## src/rtl/fetch_controller.sv

```systemverilog
// fetch_controller
//   Drives the instruction-memory PC, tracks the single outstanding read and
//   buffers returned instructions in a DEPTH-entry FIFO toward decode.
//
// Ports
//   clk            clock, all state updates on the rising edge
//   rst            synchronous active-high reset
//   imem_pc        PC presented to instruction memory (combinational from pc_q)
//   imem_instr     instruction returned the cycle after issue
//   imem_stop      end-of-program flag, qualifies imem_instr
//   redirect_valid flush queue and restart fetch at redirect_pc
//   redirect_pc    new fetch PC (low two bits ignored)
//   out_valid      queue head valid
//   out_instr      queue head instruction
//   out_pc         PC of the queue head instruction
//   out_ready      decode accepts head when out_valid && out_ready
//   queue_count    entries currently held
//   fetch_done     halted on stop and queue drained
module fetch_controller #(
  parameter int unsigned DEPTH    = 4,
  parameter logic [31:0] RESET_PC = 32'h0
) (
  input  logic                       clk,
  input  logic                       rst,
  output logic [31:0]                imem_pc,
  input  logic [31:0]                imem_instr,
  input  logic                       imem_stop,
  input  logic                       redirect_valid,
  input  logic [31:0]                redirect_pc,
  output logic                       out_valid,
  output logic [31:0]                out_instr,
  output logic [31:0]                out_pc,
  input  logic                       out_ready,
  output logic [$clog2(DEPTH+1)-1:0] queue_count,
  output logic                       fetch_done
);

  localparam int unsigned CntW = $clog2(DEPTH + 1);
  localparam int unsigned PtrW = $clog2(DEPTH);

  typedef enum logic [0:0] {StFetch, StHalt} state_e;

  state_e state_q, state_d;

  logic [31:0] pc_q, pc_d;
  logic        inflight_v_q, inflight_v_d;
  logic [31:0] inflight_pc_q, inflight_pc_d;

  logic [31:0]     q_instr_q [DEPTH];
  logic [31:0]     q_pc_q    [DEPTH];
  logic [PtrW-1:0] rd_ptr_q, wr_ptr_q;
  logic [CntW-1:0] count_q;

  logic            issue;
  logic            push;
  logic            pop;
  logic            ret_stop;
  logic            credit_ok;
  logic [CntW:0]   credit;

  // ---------------------------------------------------------------------------
  // Handshake and return qualification
  // ---------------------------------------------------------------------------
  assign out_valid = (count_q != '0);
  assign ret_stop  = inflight_v_q && imem_stop;
  // A redirect drops the returning instruction and ignores any pop.
  assign push      = inflight_v_q && !imem_stop && !redirect_valid;
  assign pop       = out_valid && out_ready && !redirect_valid;

  // Credit counts the in-flight read so a return always finds a free slot.
  assign credit    = {1'b0, count_q} + {{CntW{1'b0}}, inflight_v_q};
  assign credit_ok = credit < (CntW + 1)'(DEPTH);

  // ---------------------------------------------------------------------------
  // FSM: state register
  // ---------------------------------------------------------------------------
  always_ff @(posedge clk) begin
    if (rst) begin
      state_q <= StFetch;
    end else begin
      state_q <= state_d;
    end
  end

  // FSM: next state
  always_comb begin
    state_d = state_q;
    if (redirect_valid) begin
      state_d = StFetch;
    end else if (ret_stop) begin
      state_d = StHalt;
    end
  end

  // FSM: outputs
  always_comb begin
    issue      = (state_q == StFetch) && !redirect_valid && credit_ok;
    fetch_done = (state_q == StHalt) && (count_q == '0);
  end

  // ---------------------------------------------------------------------------
  // PC and in-flight tracking
  // ---------------------------------------------------------------------------
  always_comb begin
    pc_d          = pc_q;
    inflight_v_d  = 1'b0;
    inflight_pc_d = inflight_pc_q;
    if (redirect_valid) begin
      pc_d = redirect_pc & 32'hFFFF_FFFC;
    end else if (ret_stop) begin
      // Squash any read issued this cycle and resume from the stopped PC.
      pc_d = inflight_pc_q;
    end else if (issue) begin
      pc_d          = pc_q + 32'd4;
      inflight_v_d  = 1'b1;
      inflight_pc_d = pc_q;
    end
  end

  always_ff @(posedge clk) begin
    if (rst) begin
      pc_q          <= RESET_PC;
      inflight_v_q  <= 1'b0;
      inflight_pc_q <= RESET_PC;
    end else begin
      pc_q          <= pc_d;
      inflight_v_q  <= inflight_v_d;
      inflight_pc_q <= inflight_pc_d;
    end
  end

  assign imem_pc = pc_q;

  // ---------------------------------------------------------------------------
  // Fetch queue
  // ---------------------------------------------------------------------------
  always_ff @(posedge clk) begin
    if (rst) begin
      rd_ptr_q <= '0;
      wr_ptr_q <= '0;
      count_q  <= '0;
      // Clearing storage makes out_instr/out_pc read zero straight out of reset.
      for (int i = 0; i < int'(DEPTH); i++) begin
        q_instr_q[i] <= '0;
        q_pc_q[i]    <= '0;
      end
    end else if (redirect_valid) begin
      rd_ptr_q <= '0;
      wr_ptr_q <= '0;
      count_q  <= '0;
    end else begin
      if (push) begin
        q_instr_q[wr_ptr_q] <= imem_instr;
        q_pc_q[wr_ptr_q]    <= inflight_pc_q;
        wr_ptr_q            <= wr_ptr_q + PtrW'(1);
      end
      if (pop) begin
        rd_ptr_q <= rd_ptr_q + PtrW'(1);
      end
      case ({push, pop})
        2'b10:   count_q <= count_q + CntW'(1);
        2'b01:   count_q <= count_q - CntW'(1);
        default: count_q <= count_q;
      endcase
    end
  end

  // Pushing into a full queue without a matching pop would lose data.
  always_ff @(posedge clk) begin
    if (!rst && push && !pop) begin
      assert (count_q != CntW'(DEPTH));
    end
  end

  assign out_instr   = q_instr_q[rd_ptr_q];
  assign out_pc      = q_pc_q[rd_ptr_q];
  assign queue_count = count_q;

endmodule

```

## config.mk

```make
export PLATFORM = sky130hd
export DESIGN_NAME = fetch_controller
export DESIGN_NICKNAME = d
export VERILOG_FILES = /design/src/rtl/fetch_controller.sv
export SDC_FILE = /design/constraint.sdc
export NUM_CORES = 1
export LEC_CHECK = 0
export BUFFER_PORTS_ARGS = -buffer_cell sky130_fd_sc_hd__buf_2
export CAP_MARGIN = 20
export CORE_MARGIN = 10
export CORE_UTILIZATION = 25
export CTS_CLUSTER_DIAMETER = 30
export DETAILED_ROUTE_END_ITERATION = 7
export PLACE_DENSITY = 0.38
export SLEW_MARGIN = 30
export SYNTH_ARGS = -nofsm -noshare
export SYNTH_HDL_FRONTEND = slang
export SYNTH_SLANG_ARGS = --single-unit
```

## constraint.sdc

```tcl
create_clock -name clk -period 18.8 [get_ports clk]
set_input_delay 3.76 -clock clk [delete_from_list [all_inputs] [get_ports clk]]
set_output_delay 3.76 -clock clk [all_outputs]
set_load 0.01 [all_outputs]
```

# Yosys cells after proc, flatten, opt, wreduce, memory -nomap -nowiden
# Memories as Yosys holds them, arrays and structs flattened. A register that Yosys moved wholly into a read port is not among the register bits.
# Cells that the tools add are included.
[totals] ff_bits=73 ram_bits=256 out_inout_bits=101 wordCells=63 memories=2
[memory_table] memory="q_instr_q" depth=4 word_bits=32 read_ports=1 rd_clocked_by_memory_dff=1 write_ports=4 line_no="49" source="logic [31:0] q_instr_q [DEPTH];"
[memory_table] memory="q_pc_q" depth=4 word_bits=32 read_ports=1 rd_clocked_by_memory_dff=1 write_ports=4 line_no="50" source="logic [31:0] q_pc_q [DEPTH];"
[classes] add_sub_neg=6 order_cmp=1 eq_ne=2 muxes=21 bitwise_logic=3 reduce_logical=20
[op_table] operator="32-bit two-way mux" count=5
[op_table] operator="32-bit OR reduction" count=2
[op_table] operator="32-bit by 3-bit adder with 32-bit output (second input constant)" count=1
[op_table] operator="2-bit two-way mux" count=6
[op_table] operator="1-bit two-way mux" count=9
[op_table] operator="1-bit logical AND" count=8
[op_table] operator="3-bit one-hot mux with 2 select lines" count=1
[op_table] operator="3-bit nonzero test" count=2
[op_table] operator="2-bit by 1-bit adder with 2-bit output (second input constant)" count=2
[op_table] operator="3-bit by 1-bit adder with 4-bit output" count=1
[op_table] operator="4-bit by 3-bit less-than comparator with 1-bit output (second input constant)" count=1
[op_table] operator="2-bit nonzero test" count=2
[op_table] operator="3-bit by 1-bit adder with 3-bit output (second input constant)" count=1
[op_table] operator="3-bit zero test" count=1
[op_table] operator="1-bit NOT" count=3
[op_table] operator="3-bit AND reduction" count=1
[op_table] operator="3-bit OR reduction" count=1
[op_table] operator="3-bit by 1-bit subtractor with 3-bit output (second input constant)" count=1
[op_table] operator="2-bit by 1-bit == test with 1-bit output (second input constant)" count=1
[op_table] operator="2-bit == test (second input constant)" count=1
[op_table] operator="1-bit zero test" count=2
[op_table] operator="2-bit OR reduction" count=1

# Logic depth before layout (Yosys ltp)
[logic_depth] depth_word=9 mapped_depth=9 ltp_nobuf=8

# Worst setup path before layout
# OpenSTA, ideal clock, no wires.
[synth_timing] path_kind="input-to-reg" from="in imem_stop" to="mem q_instr_q[0][0], enable pin" setup_time_ps=575 t_arrival_ps=8796 t_required_ps=18225 path_slack_ps=9429 path_stages=3 n_path_buf=0 cell_sequence="nor3b_2 -> inv_1 -> o21ai_0"
[synth_lines] element="from (decl)" line_no="27" source="input logic imem_stop,"
[synth_lines] element="to (decl)" line_no="49"

==> impl_metrics.csv <==
group,metric,value,unit
synthesis,synth_top_cell_area_share,0.533,
floorplanning,die_w,260,microns
sta,setup_ws,12.06,ns
route,drc,0,
clock_tree,htree_num_levels,3,
synthesis,ys_ff_latch,331,
setup_path,crit_cells,3,
power,power.total,0.00246,W
global_routing,grt_pass1_wl,70.3,mm
layout,utilization,0.336,
power,irDropWorstVdd,0.0000763,V
global_routing,grt_pass1_vias,10900,
route,first_iter_violations,716,
route,ant_nets,0,
floorplanning,rows,88,
sta,rsz0062_at_grt,"false",
power,p_per_area,127,nW/um^2
sta,fin_crit,6.74,ns
layout,multi_input_area,4710,sq um
placed_design,gp_congestion,0.762,
floorplanning,coreArea,57500,sq um
sta,max_freq,0.148,GHz
floorplanning,start_util,0.251,
layout,antenna_cells,0,
clock_tree,cts_hold_buffers,0,
route,routed_wl,47.1,mm
synthesis,ys.flop_type,"edfxtp_1",
setup_path,worstSetupPathType,"flip-flop to primary output",
hold_path,min_path_type,"flip-flop to flip-flop",
synthesis,synthCells,1192,
placed_design,hpwlAfterDp,28.8,mm
setup_path,cp_data_arrival_time,2.98,ns
sta,finalMaxSlewViolations,0,
setup_path,worst_path_dominant_cell_family,"buffers and inverters",
placed_design,dp_cells,2067,
synthesis,synth_top_area_cell,"edfxtp_1",
clock_tree,postCtsSetupBuffers,0,
synthesis,synth_nets,1264,
sta,worst_slew_pin_slew,0.891,ns
setup_path,r2r_slack,15.68,ns
synthesis,synth_cell_type_count,55,
clock_tree,clkSinkCount,331,
layout,drive_above_1_share,0.285,
synthesis,post_synth.cell_area_avg,12.1,sq um
setup_path,r2r_end,"q_instr_q[0][12]",
layout,nets,1473,
layout,mostFrequentLayoutCells,"256 x edfxtp_1, 203 x nor2_1, 167 x buf_2, 163 x nand2_1, 98 x clkbuf_16",
synthesis,seq_area_frac_synth,0.637,
sta,relSlewSlack,0.406,
global_routing,grtUsageTotal,0.138,
setup_path,rr_startpoint,"inflight_v_q",
route,detail_route.wl_per_cell,21.0,microns
route,dr_total_vias,10200,
setup_path,cp_slowest_cell,"dfxtp_4",
clock_tree,cts_resized,0,
setup_path,reg2regPathDepth,4,
sta,fin_worst_skew,0.0152,ns
setup_path,startpoint_type,"flip-flop",
floorplanning,die_h,260,microns
sta,post-route-period-util,0.358,
global_routing,antenna_found_initial,1,
placed_design,portBuffers,167,
synthesis,async_flop_share,0,
synthesis,synth-edff-count,256,
clock_tree,insertion_delay,0.61,ns
clock_tree,root_buffer,"clkbuf_16",
layout,instances_no_fill,2244,
synthesis,syn_area,14400,sq um
layout,final_common_cell,"edfxtp_1",
sta,hold_viol_final,0,
setup_path,critPathMaxStageDelay,0.78,ns
setup_path,crit_buf_inv,2,
floorplanning,pin_count,170,
layout,layout.area.seq,9200,sq um
sta,setup-violations-final,0,
status,status,"finished, final reports clean",
setup_path,end_kind,"primary output",
job,drv_cap,0,
route,viasPerCell,4.55,
global_routing,grt_max_degree,62,
floorplanning,dieArea,67700,sq um
setup_path,crit_end,"out_instr[19]",
clock_tree,cts_buffer_depth,3,
route,first_pass_iters,5,
layout,area_growth,33.7,%
clock_tree,cts_tree,"yes",
clock_tree,clk_pin_slew,0.04,ns
setup_path,required,15.04,ns
global_routing,grt-ovfl-total,0,
placed_design,pre_cts_slack,11.93,ns
power,leakagePower,7.61,nW
synthesis,yosysWarnings,0,
setup_path,path_cells,"buf_4 -> mux4_2 -> buf_2",
sta,setup_tns,0,ns
clock_tree,cts_buffers,97,
synthesis,ys_top_cells_by_area,"edfxtp_1 53%, dfxtp_1 10%, mux4_2 10%, nor2_1 5.3%, nand2_1 4.3%",
layout,nFillCells,5771,
setup_path,crit_path_max_fanout,36,
-- synthesized netlist by cell type, types with 3 or more instances --
cell type	instances
and2_1	8
nor3_1	13
o211ai_1	5
o21ai_0	21
dfxtp_1	75
and3_1	37
or3_1	3
nand3_1	12
nor4_1	5
edfxtp_1	256
mux4_2	64
inv_1	76
xnor2_1	9
and4_1	4
a211oi_1	6
buf_1	5
a2111oi_0	4
nand2_1	165
a31oi_1	7
nand4_1	12
o22ai_1	6
buf_2	12
o41ai_1	3
a21oi_1	61
a311oi_1	3
clkbuf_1	61
a221oi_1	4
nand2b_1	5
mux2i_1	3
nor2_1	205
xor2_1	10
-- logic make-up (layout without fill, tap and decap cells) --
logic type / Yosys count / in the layout / synth area share
and+or+nand+nor: 482 / 482 / 0.147
DFF: 331 / 331 / 0.637
buffers and inverters: 154 / 441 / 0.0411
AOI/OAI and AO/OA: 136 / 136 / 0.0587
muxes: 67 / 67 / 0.102
xor gates and xnor gates: 19 / 19 / 0.0115
adders and majority gates: 3 / 3 / 0.00312
-- worst reg2reg max path, delay by kind of cell, from the launching register on --
family          cells  cell delay (ns)
buf+inv             2             1.11
compound gates      1             0.59
simple gates        1             0.54
flops               1             0.47
-- state kept, by name, summed over array words and instances (netlist names), named ones only --
name           flops
state_q            1
wr_ptr_q           2
q_pc_q           128
inflight_pc_q     32
inflight_v_q       1
imem_pc           30
q_instr_q        128
queue_count        3
rd_ptr_q           2
-- layout make-up --
type	instances	area share
clock buffer	132	0.139
multi-input combinational	707	0.244
clock inverter	45	0.0228
timing repair buffer	188	0.0531
tap	765	0.0496
sequential	331	0.476
inverter	76	0.0148
-- how the worst min path moves through the flow --
stage,cells after the start,to,startpoint,slack [ns]
2_1_floorplan,2,flip-flop,inflight_pc_q[0],0.44
3_3_place_gp,2,inflight_pc_q[1],flip-flop,0.46
3_5_place_dp,2,inflight_pc_q[1],flip-flop,0.47
4_1_cts,2,inflight_pc_q[1],flip-flop,0.47
5_1_grt,2,inflight_pc_q[1],flip-flop,0.49
6_report,2,flip-flop,flip-flop,0.47
-- through the flow --
stage / hold WS, ns / cell area [sq um]
6_report: 0.470 / 19300
5_1_grt: 0.491 / 19300
4_1_cts: 0.472 / 19300
3_5_place_dp: 0.467 / 16200
3_3_place_gp: 0.461 / 16100
2_1_floorplan: 0.443 / 14400
-- power breakdown --
| part | internal (W) | switching, W |
|---|---|---|
| clock | 0.00108 | 0.000458 |
| combinational | 0.0000321 | 0.0000568 |
| sequential | 0.000817 | 0.0000181 |
-- per-layer routing --
layer  wire [microns]  global-route usage  share of wire
met1            21300               0.180           0.45
met2            21800               0.215           0.46
met3             2710              0.0379          0.057
met4             1200              0.0528          0.025
met5                0                   0              0
No activity file was read; power rests on OpenSTA's default activity.
